File: config.mk
export PLATFORM = sky130hd
export DESIGN_NAME = gf2m_digit_mul
export DESIGN_NICKNAME = d
export VERILOG_FILES = /design/src/rtl/gf2m_digit_mul.sv
export SDC_FILE = /design/constraint.sdc
export NUM_CORES = 1
export LEC_CHECK = 0
export BUFFER_PORTS_ARGS = -buffer_cell sky130_fd_sc_hd__buf_2
export CORE_ASPECT_RATIO = 1.25
export CORE_UTILIZATION = 55
export DETAILED_ROUTE_END_ITERATION = 12
export PLACE_DENSITY_LB_ADDON = 0.25
export SYNTH_ARGS = -nofsm -noshare
export SYNTH_HDL_FRONTEND = slang
export SYNTH_SLANG_ARGS = --single-unit
File: constraint.sdc
create_clock -name CLK -period 2.4 [get_ports CLK]
set_input_delay 0.36 -clock CLK [delete_from_list [all_inputs] [get_ports CLK]]
set_output_delay 0.36 -clock CLK [all_outputs]
set_load 0.02 [all_outputs]
File: src/rtl/gf2m_digit_mul.sv
// Digit-serial GF(2^M) polynomial-basis multiplier: C = A*B mod F(x), MSB-first, D bits of B per cycle.
// Latency ceil(M/D) cycles after the request edge; requests arriving while busy are dropped with an ERROR pulse.
module gf2m_digit_mul #(
  parameter int            M    = 163,
  parameter int            D    = 1,
  parameter logic [M-1:0]  POLY = 'hC9
) (
  input  logic         CLK,
  input  logic         RST,
  input  logic         IN_VALID,
  input  logic [M-1:0] A,
  input  logic [M-1:0] B,
  output logic [M-1:0] C,
  output logic         OUT_VALID,
  output logic         BUSY,
  output logic         ERROR
);

  localparam int K  = (M + D - 1) / D;
  localparam int KD = K * D;
  localparam int CW = (K > 1) ? $clog2(K) : 1;
  localparam logic [CW-1:0] LAST = CW'(K - 1);

  // One-hot encoding leaves two illegal codes that the default arm recovers from.
  typedef enum logic [1:0] {
    S_IDLE = 2'b01,
    S_RUN  = 2'b10
  } state_t;

  state_t          r_state;
  logic [M-1:0]    r_a;
  logic [KD-1:0]   r_b;
  logic [M-1:0]    r_acc;
  logic [CW-1:0]   r_cnt;
  logic [M-1:0]    w_acc_next;
  logic [KD-1:0]   w_b_pad;

  // B is zero-padded at the top so the leading digits only shift an all-zero accumulator.
  assign w_b_pad = KD'(B);

  always_comb begin
    w_acc_next = r_acc;
    for (int j = 0; j < D; j++) begin
      w_acc_next = {w_acc_next[M-2:0], 1'b0}
                 ^ (w_acc_next[M-1]  ? POLY : '0)
                 ^ (r_b[KD-1-j]      ? r_a  : '0);
    end
  end

  always_ff @(posedge CLK) begin
    if (RST) begin
      r_state   <= S_IDLE;
      r_a       <= '0;
      r_b       <= '0;
      r_acc     <= '0;
      r_cnt     <= '0;
      C         <= '0;
      OUT_VALID <= 1'b0;
      BUSY      <= 1'b0;
      ERROR     <= 1'b0;
    end else begin
      OUT_VALID <= 1'b0;
      ERROR     <= 1'b0;
      case (r_state)
        S_IDLE: begin
          if (IN_VALID) begin
            r_a     <= A;
            r_b     <= w_b_pad;
            r_acc   <= '0;
            r_cnt   <= '0;
            BUSY    <= 1'b1;
            r_state <= S_RUN;
          end
        end
        S_RUN: begin
          if (IN_VALID) begin
            ERROR <= 1'b1;
          end
          r_acc <= w_acc_next;
          r_b   <= r_b << D;
          r_cnt <= r_cnt + 1'b1;
          if (r_cnt == LAST) begin
            C         <= w_acc_next;
            OUT_VALID <= 1'b1;
            BUSY      <= 1'b0;
            r_state   <= S_IDLE;
          end
        end
        default: begin
          r_state   <= S_IDLE;
          OUT_VALID <= 1'b0;
          BUSY      <= 1'b0;
          ERROR     <= 1'b0;
        end
      endcase
    end
  end

endmodule

==> results.toml, run 1 <==
[routing]
drc = 0
ant_nets = 0
routed_via_density = 5.87
finalWirelength_mm = 77.5
wl_per_cell_um = 17.6
drt_pass1_iterations = 5
drtIter0Drc = 1737
vias = 25900

[synthesis]
yosysUniqueCellTypes = 42
async_flop_share_pct = 0
synth_nets = 3644
ys_seq_area_share_pct = 47.4
syn_avg_cell_area_um2 = 8.47
synth_ff_type = "dfxtp_1"
synth_edf_count = 0
ys_ff_latch = 664
syn_inst = 3313
netlist_area_um2 = 28100
yosysWarnings = 0

[cells_and_area]
final_cell_area_um2 = 34100
nets = 4035
n_fill_cell = 4173
drive_above_1_share_pct = 17.8
final_cells = 4411
area.growth.synth_to_final_pct = 21.4

[timing]
hold_slack_ns = 0.0267
fin_tns_setup_ns = 0
period_needed_ns = 1.99
rsz0062_at_grt = "no"
worst_pin_slew_ns = 1.03
skew_ns = 0.0184
drv_slew = 0
min_period_over_period_pct = 82.7
hold_viol = 0
slew_headroom_pct = 31.4
setup_viol = 0
clock.fmax_mhz = 504

[setup_path]
max_stage_delay_ns = 0.48
critPathKind = "flip-flop to flip-flop"
critical_path_arrival_ns = 2.45
cp_top_family = "simple AND/OR/NAND/NOR gates"
worstSetupStartpointType = "flip-flop"
cp.required_ns = 2.86
worstSetupStartpoint = "r_cnt[2]$_SDFFE_PP0P_"
path_cells = "nor3b_1, nand3_4, buf_12, mux2i_1"
r2r_start = "r_cnt[2]$_SDFFE_PP0P_"
crit_buf_inv = 1
critPathMaxFanout = 29
slowest_stage = "nand3_4"
crit_path_end_kind = "flip-flop"

[pwr]
p_leak_nw = 14.5
p_per_area_nw_per_um2 = 725
power_w = 0.0247
peakVddDrop_uv = 726

[placement]
hpwl_mm = 48.2
portBuffers = 494
placed_cells = 4219
post_dp_cell_area_um2 = 31100
place_congestion = 0.829

[cts]
clock-sinks = 664
cts_tree = "done"
clkLatencyLatePin_ns = 0.60
clk_pin_slew_ns = 0.06
clock-root-buffer = "clkbuf_16"
cts_setup_buffers = 0
clock_path_buffers = 3
cts.htree.levels = 3
hold_buffers = 74
cts_resized = 0
cts_made_buffers = 67

[grt]
grt_overflow_total = 0
grt_max_degree = 203
antenna_found_initial = 6
grt_pass1_vias = 24100
grt_pass1_wl_mm = 122
grt_util_all_layers_pct = 28.5

[die]
pin_count = 495
num_rows = 92
die_h_um = 255
floorplan.initialDensity_pct = 55.7
die_area_um2 = 51900
die_w_um = 204
core_um2 = 50400

[min_path]
hp-class = "input port to flip-flop"
worstHoldStart = "A[145]"

[flow_run]
maxCapViolCount = 0

[run_status]
status = "finished, final reports clean"
[cell families (layout without fill, tap and decap cells)]
logic type | count (synthesis) | count (layout) | synth area share [%]
AND/OR/NAND/NOR | 1172 | 1172 | 20.3
other | 0 | 2 | 0
flip-flops | 664 | 664 | 47.4
AO/OA/AOI/OAI | 992 | 992 | 21.4
multiplexers | 161 | 161 | 5.75
buffers and inverters | 316 | 754 | 4.88
XOR/XNOR | 6 | 6 | 0.187
adder cells (fa/ha/maj) | 2 | 2 | 0.0892
[final timing paths]
| check | slack [ns] | depth (start not counted) | endpoint |
|---|---|---|---|
| hold reg to reg | 0.46 | 2 | C[99]$_SDFFE_PP0P_ |
| setup / recovery | 0.41 | 4 | C[54]$_SDFFE_PP0P_ |
| setup reg to reg | 0.41 | 4 | C[54]$_SDFFE_PP0P_ |
| hold / removal | 0.03 | 3 | r_a[145]$_SDFFE_PP0P_ |
[flip-flops by register name, summed over array words and instances (netlist names)]
name and flops:
C 163, r_a 163, ERROR 1, r_b 163, r_state 2, r_cnt 8, r_acc 163, OUT_VALID 1
[cell usage after synthesis, drive strengths merged (2+ instances only)]
master	instances	area, µm²
and3	2	12.5
nand2	494	1850
mux2i	160	1600
ha	2	25.0
nor3	161	806
dfxtp	664	13300
nand3	173	866
xnor2	6	52.6
clkbuf	204	766
nand4	4	25.0
a21boi	160	1200
o21ai	325	1630
o311ai	4	35.0
a21oi	331	1660
nand3b	4	30.0
or3	2	12.5
buf	108	588
nand2b	2	12.5
inv	4	15.0
o221ai	161	1410
a31oi	4	25.0
nor2	162	608
and3b	161	1410
[cell type report]
type / count / area [µm²] / share of cell area, %
Timing Repair Buffer: 634 / 4260 / 12.5
Multi-Input combinational cell: 2333 / 13400 / 39.4
Tap cell: 658 / 823 / 2.42
Clock buffer: 102 / 2050 / 6.03
Clock inverter: 14 / 183 / 0.536
Antenna cell: 2 / 5.00 / 0.0147
Inverter: 4 / 22.5 / 0.0661
Sequential cell: 664 / 13300 / 39.0
[stage by stage]
| step | setup WS [ns] | utilization (%) |
|---|---|---|
| 2_1_floorplan | 0.847 | - |
| 4_1_cts | 0.443 | 67.6 |
| 6_report | 0.414 | 67.6 |
| 3_5_place_dp | 0.458 | 61.7 |
| 3_3_place_gp | 0.514 | 61.7 |
| 5_1_grt | 0.321 | 67.6 |
[placed cells by master (no fill, tap or decap), types with 160 or more instances in the layout]
| cell | count |
|---|---|
| nand3_1 | 172 |
| nor2_1 | 162 |
| nand2_1 | 494 |
| nor3_1 | 161 |
| and3b_1 | 160 |
| mux2i_1 | 160 |
| a21boi_0 | 160 |
| o21ai_0 | 322 |
| o221ai_1 | 161 |
| dfxtp_1 | 663 |
| a21oi_1 | 331 |
| buf_2 | 493 |
[report_power, final]
part	internal [W]	switching, W	total [W]
logic	0.000901	0.00134	0.00225
clock network	0.00633	0.00431	0.0106
registers	0.0115	0.000303	0.0118
total	0.0187	0.00596	0.0247
[worst register-to-register path: cells and delay by family (launching register included)]
kind | cells | cell delay (ns)
buffers and inverters | 1 | 0.38
DFF | 1 | 0.37
muxes | 1 | 0.18
and+or+nand+nor | 2 | 0.93
[metal layers]
| layer | share of wire, % | vias up | global-route usage (%) |
|---|---|---|---|
| met1 | 42 | 12300 | 36.4 |
| met4 | 3.4 | 8 | 12.4 |
| li1 | - | 12600 | - |
| met3 | 6.8 | 172 | 5.89 |
| met5 | 0.052 | - | 0 |
| met2 | 48 | 814 | 46.7 |
Note: power is estimated with default switching activity, not from simulation.
==> run 2: changes to the inputs <==
--- a/config.mk
+++ b/config.mk
@@ -7,7 +7,7 @@
 export LEC_CHECK = 0
 export BUFFER_PORTS_ARGS = -buffer_cell sky130_fd_sc_hd__buf_2
 export CORE_ASPECT_RATIO = 1.25
-export CORE_UTILIZATION = 55
+export CORE_UTILIZATION = 51
 export DETAILED_ROUTE_END_ITERATION = 12
 export PLACE_DENSITY_LB_ADDON = 0.25
 export SYNTH_ARGS = -nofsm -noshare
==> constraint.sdc (replaced) <==
create_clock -name CLK -period 1.75 [get_ports CLK]
set_input_delay 0.2625 -clock CLK [delete_from_list [all_inputs] [get_ports CLK]]
set_output_delay 0.2625 -clock CLK [all_outputs]
set_load 0.02 [all_outputs]
==> run 2 against run 1 <==
Compared with the run above:
- count of clock-buffer cells in the layout decreased by 4
- fmax increased by 18%
- worst hold slack worse by 0.0012 ns
- first-iteration DRC count increased by 22%
- global-route usage increased by 1.4 points
- combinational power is 72% higher
- register-to-register slack lost 0.35 ns
- largest power group unchanged
- highest routed layer is now met4
- sequential share of layout area decreased by 3.5 points
- non-clock buffer count up 303
- routed wire length rose by 12%
- clock power rose by 41%
==> results.toml, run 2 (synthesized netlist as in run 1, its figures left out) <==
[pwr]
peakVddDrop_uv = 804
p_per_area_nw_per_um2 = 934
p_switching_w = 0.00856
p_int_w = 0.0264
switching_share_pct = 24.5
seq_power_share_pct = 46.3
combPwrFrac_pct = 11.1
pwr-share-clk_pct = 42.6
p_leak_nw = 15.9

[grt]
grt_util_all_layers_pct = 30.0
grt_pass1_wl_mm = 137
grt_overflow_total = 0
grt_max_degree = 96
grt_pass1_vias = 26500
antenna_found_initial = 9

[run_status]
status = "finished, final reports clean"

[setup_path]
max_stage_delay_ns = 0.42
critical_path_arrival_ns = 2.18
path_cells = "nand2b_4, buf_12, buf_12, o221ai_1, nor2_1"
critPathMaxFanout = 36
cp.required_ns = 2.25
crit_path_end_kind = "flip-flop"
critPathKind = "flip-flop to flip-flop"
slowest_stage = "dfxtp_1"
crit_top_cell = "buf_12"
worstSetupStartpointType = "flip-flop"

[cells_and_area]
nets = 4337
final_util_pct = 69.2
area.growth.synth_to_final_pct = 33.5
n_fill_cell = 4040
mostFrequentLayoutCell = "dfxtp_1"
regArea_um2 = 13300
layout_common_cells = "dfxtp_1 (663), nand2_1 (494), buf_2 (493)"
multi_input_area_um2 = 13400
drive_above_1_share_pct = 17.9

[routing]
drc = 0
vias = 27800
drtIter0Drc = 2121
routed_via_density = 5.80
drt_pass1_iterations = 6
finalWirelength_mm = 86.8
ant_nets = 0
wl_per_cell_um = 18.1

[timing]
skew_ns = 0.0193
drv_slew = 0
min_period_over_period_pct = 96.2
period_needed_ns = 1.68
hold_viol = 0
rsz0062_at_grt = "yes"
slew_headroom_pct = 67.0
worst_pin_slew_ns = 0.495
setup_viol = 0
hold_slack_ns = 0.0255
clock.fmax_mhz = 594

[cts]
clock-root-buffer = "clkbuf_16"
cts_made_buffers = 66
clkLatencyLatePin_ns = 0.60
clock_path_buffers = 3
cts_resized = 0
cts.htree.levels = 3
cts_tree = "done"
clock-sinks = 664
clk_pin_slew_ns = 0.06

[die]
die_w_um = 212
num_rows = 95
die_h_um = 264
pin_count = 495
core_um2 = 54100
die_area_um2 = 56000
floorplan.initialDensity_pct = 51.9

[placement]
place_congestion = 0.805
hpwl_mm = 51.6
portBuffers = 494

[flow_run]
maxCapViolCount = 0

[min_path]
hp-class = "input port to flip-flop"
[run 2: changes by cell type in the layout (fill, tap and decap cells not counted), moves of 2 or more]
cell,before,now
diode_2,2,9
inv_6,1,3
buf_4,23,51
clkinv_2,7,10
bufinv_16,4,7
dlygate4sd3_1,74,321
clkbuf_8,16,14
buf_12,43,70
[run 2: worst paths after layout]
kind	startpoint	endpoint	slack, ns	depth (start not counted)
worst max-delay path	r_state[0]$_SDFFE_PP1P_	r_b[152]$_SDFFE_PP0P_	0.07	5
worst min-delay path	B[155]	r_b[155]$_SDFFE_PP0P_	0.03	3
worst max register to register	r_state[0]$_SDFFE_PP1P_	r_b[152]$_SDFFE_PP0P_	0.07	5
worst min register to register	C[2]$_SDFFE_PP0P_	C[2]$_SDFFE_PP0P_	0.45	2
[run 2: worst max-delay path: cells and delay by family, from the launching register on]
family          cells  cell delay [ns]
compound gates      1             0.17
buf+inv             2             0.48
flops               1             0.42
simple gates        2             0.51
[run 2: timing repair]
action                                  CTS  global route
hold endpoints to repair                321             0
hold buffers                            321             0
endpoints found under the setup margin    0             8
buffers inserted                          0             4
[run 2: cell type report]
type	instances	share of cell area, %
multi-input cells	2333	35.9
flip-flops and latches	664	35.5
repair buffers	937	20.0
clock buffers	98	5.28
well taps	727	2.43
clock inverters	20	0.765
inverters	4	0.0601
diodes	9	0.0601
[run 2: through the flow]
step	power (W)	setup WS, ns	std cells	cell area, µm²	setup TNS (ns)
after floorplan	0.0182	0.197	3313	28100	0
after global placement	0.0195	0.154	4339	31900	0
after detailed placement	0.0196	0.0843	4339	31900	0
after CTS	0.0349	0.0748	4778	37400	0
after global routing	0.0362	-0.00209	4792	37400	-0.00209
final	0.0350	0.0662	4792	37400	0
[run 2: power groups by stage]
stage                     Combinational (W)  Clock, W  Sequential [W]
after detailed placement            0.00314         0          0.0165
final                               0.00388    0.0149          0.0162
after floorplan                     0.00188         0          0.0164
after global placement              0.00309         0          0.0165
after global routing                0.00419    0.0157          0.0162
after CTS                           0.00371    0.0151          0.0161
[run 2: layer usage]
metal	track usage, %	part of all wire [%]	up-vias
li1	-	-	13200
met1	37.2	41	13200
met2	49.2	48	1141
met3	5.16	6.2	270
met4	16.2	4.7	0
met5	0	0	-
==> run 3: changes to the inputs <==
--- a/config.mk
+++ b/config.mk
@@ -6,8 +6,8 @@
 export NUM_CORES = 1
 export LEC_CHECK = 0
 export BUFFER_PORTS_ARGS = -buffer_cell sky130_fd_sc_hd__buf_2
-export CORE_ASPECT_RATIO = 1.25
-export CORE_UTILIZATION = 51
+export CORE_UTILIZATION = 52
+export CTS_BUF_LIST = sky130_fd_sc_hd__clkbuf_2 sky130_fd_sc_hd__clkbuf_4 sky130_fd_sc_hd__clkbuf_8
 export DETAILED_ROUTE_END_ITERATION = 12
 export PLACE_DENSITY_LB_ADDON = 0.25
 export SYNTH_ARGS = -nofsm -noshare
==> run 3 against run 2 <==
Compared with the run above:
- sequential power hardly changed
- sequential share of layout area grew 0.13 points
- worst hold slack gained 0.32 ns
- flip-flop and latch count unchanged
- first-iteration DRC count increased by 6.7%
- power decreased by 2.1%
- setup slack worse by 0.021 ns
- routed wire length is 2.8% higher
- clock skew grew 0.023 ns
- critical path type unchanged
- largest cell class unchanged
- die area is 1.9% lower
- combinational power fell by 2%
- critical path depth unchanged
- largest power group unchanged
==> results.toml, run 3 (synthesized netlist as in run 1, its figures left out) <==
[setup_path]
cp_top_family = "simple AND/OR/NAND/NOR gates"
cp.required_ns = 2.32
r2r_start = "r_state[1]$_SDFFE_PP0P_"
critPathKind = "flip-flop to flip-flop"
cp_num_cells = 5
max_stage_delay_ns = 0.43
reg2reg_slack_ns = 0.04
crit_buf_inv = 2
critPathMaxFanout = 47
worstSetupStartpointType = "flip-flop"
worstSetupStartpoint = "r_state[1]$_SDFFE_PP0P_"
path_cells = "and3b_4, buf_12, buf_4, nor3_1, nor2_1"
crit_path_end_kind = "flip-flop"
reg2reg_to = "r_b[35]$_SDFFE_PP0P_"
crit_end = "r_b[35]$_SDFFE_PP0P_"
slowest_stage = "dfxtp_1"
critical_path_arrival_ns = 2.27
rr_worst_depth = 5

[routing]
drc = 0
wl_met1_mm = 36.5
wl_met3_mm = 6.48
wl_per_cell_um = 18.6
drtIter0Drc = 2264
vias = 28300
finalWirelength_mm = 89.2
top_layer_used = "met4"
wl_met2_mm = 41.7
ant_nets = 0
drt_pass1_iterations = 5
routed_via_density = 5.89

[grt]
grt_overflow_total = 0
grt_pass1_vias = 27200
antenna_found_initial = 3
grt_util_all_layers_pct = 30.9
grt_max_degree = 150
grt_pass1_wl_mm = 138

[cells_and_area]
mostFrequentLayoutCell = "dfxtp_1"
nets = 4371
area.growth.synth_to_final_pct = 33.0
final_util_pct = 70.4
drive_above_1_share_pct = 19.3
n_fill_cell = 3911
layout_common_cells = "dfxtp_1 (663), nand2_1 (494), buf_2 (493)"

[timing]
drv_slew = 0
hold_viol = 0
period_needed_ns = 1.71
fin_tns_setup_ns = 0
clock.fmax_mhz = 587
rsz0062_at_grt = "no"
slew_headroom_pct = 49.2
worst_pin_slew_ns = 0.763
setup_viol = 0
min_period_over_period_pct = 97.4
skew_ns = 0.0421

[pwr]
switching_share_pct = 25.7
combPwrFrac_pct = 11.2
p_leak_nw = 15.9
p_switching_w = 0.00879
seq_power_share_pct = 47.3
pwr-share-clk_pct = 41.5
peakVddDrop_uv = 758
p_per_area_nw_per_um2 = 918
p_int_w = 0.0254

[placement]
hpwl_mm = 50.7
portBuffers = 494
place_congestion = 0.834

[cts]
cts.htree.levels = 3
clkLatencyLatePin_ns = 0.71
clk_pin_slew_ns = 0.07
cts_made_buffers = 107
clock-sinks = 664
cts_tree = "done"
clock_path_buffers = 3
clock-root-buffer = "clkbuf_8"

[flow_run]
maxCapViolCount = 0

[die]
num_rows = 84
pin_count = 495
core_um2 = 53000
die_area_um2 = 54900
die_h_um = 234
die_w_um = 234
floorplan.initialDensity_pct = 53.0

[run_status]
status = "finished, final reports clean"

[min_path]
hp-class = "input port to flip-flop"
worstHoldStart = "A[39]"
==> run 3: cell type report <==
cell class                 instances  area, µm²  area share (%)
timing repair buffer             930       7420            19.9
sequential                       664      13300            35.6
clock inverter                    24        236           0.634
antenna                            4       10.0          0.0268
multi-input combinational       2333      13400            36.0
clock buffer                     161       2030            5.44
inverter                           4       22.5          0.0604
tap                              688        861            2.31
==> run 3: per-stage QoR <==
stage          worst slack (ns)  std cells  area, µm²  total power (W)  hold slack [ns]
3_5_place_dp             0.0917       4284      31600           0.0195            0.450
2_1_floorplan             0.197       3313      28100           0.0182            0.398
5_1_grt                 0.00285       4807      37300           0.0354            0.329
6_report                 0.0450       4808      37300           0.0342            0.348
4_1_cts                  0.0774       4797      37200           0.0341            0.281
3_3_place_gp              0.155       4284      31600           0.0194            0.443
==> run 3: per-layer routing <==
metal	up-vias	global-route usage, %
met3	348	7.45
met2	1265	49.4
met5	-	0
met4	0	17.2
met1	13400	38.0
li1	13300	-
==> run 3: worst reg2reg max path: stages, from the launching register on <==
cell     delay [ns]
dfxtp_1        0.43
and3b_4        0.27
buf_12         0.17
buf_4          0.28
nor3_1         0.33
nor2_1         0.12
==> run 3: worst min-delay path by stage <==
stage                      endpoint  cells after the start  slack, ns
5_1_grt        r_a[44]$_SDFFE_PP0P_                      4       0.33
2_1_floorplan   r_a[0]$_SDFFE_PP0P_                      2       0.40
4_1_cts        r_a[39]$_SDFFE_PP0P_                      4       0.28
3_3_place_gp     C[91]$_SDFFE_PP0P_                      2       0.44
3_5_place_dp    C[160]$_SDFFE_PP0P_                      2       0.45
6_report       r_a[39]$_SDFFE_PP0P_                      4       0.35
==> run 3: power groups by stage <==
stage	Sequential, W	Combinational, W	Clock (W)
detailed placement	0.0165	0.00304	0
global route	0.0162	0.00411	0.0151
global placement	0.0164	0.00300	0
floorplan	0.0164	0.00188	0
CTS	0.0161	0.00361	0.0144
finish	0.0162	0.00382	0.0142
==> run 3: repair_timing <==
action | 4_1_cts | 5_1_grt
setup buffers | 0 | 6
hold endpoints to repair | 336 | 0
gates resized for setup | 0 | 3
hold buffers | 328 | 0
endpoints found under the setup margin | 0 | 13
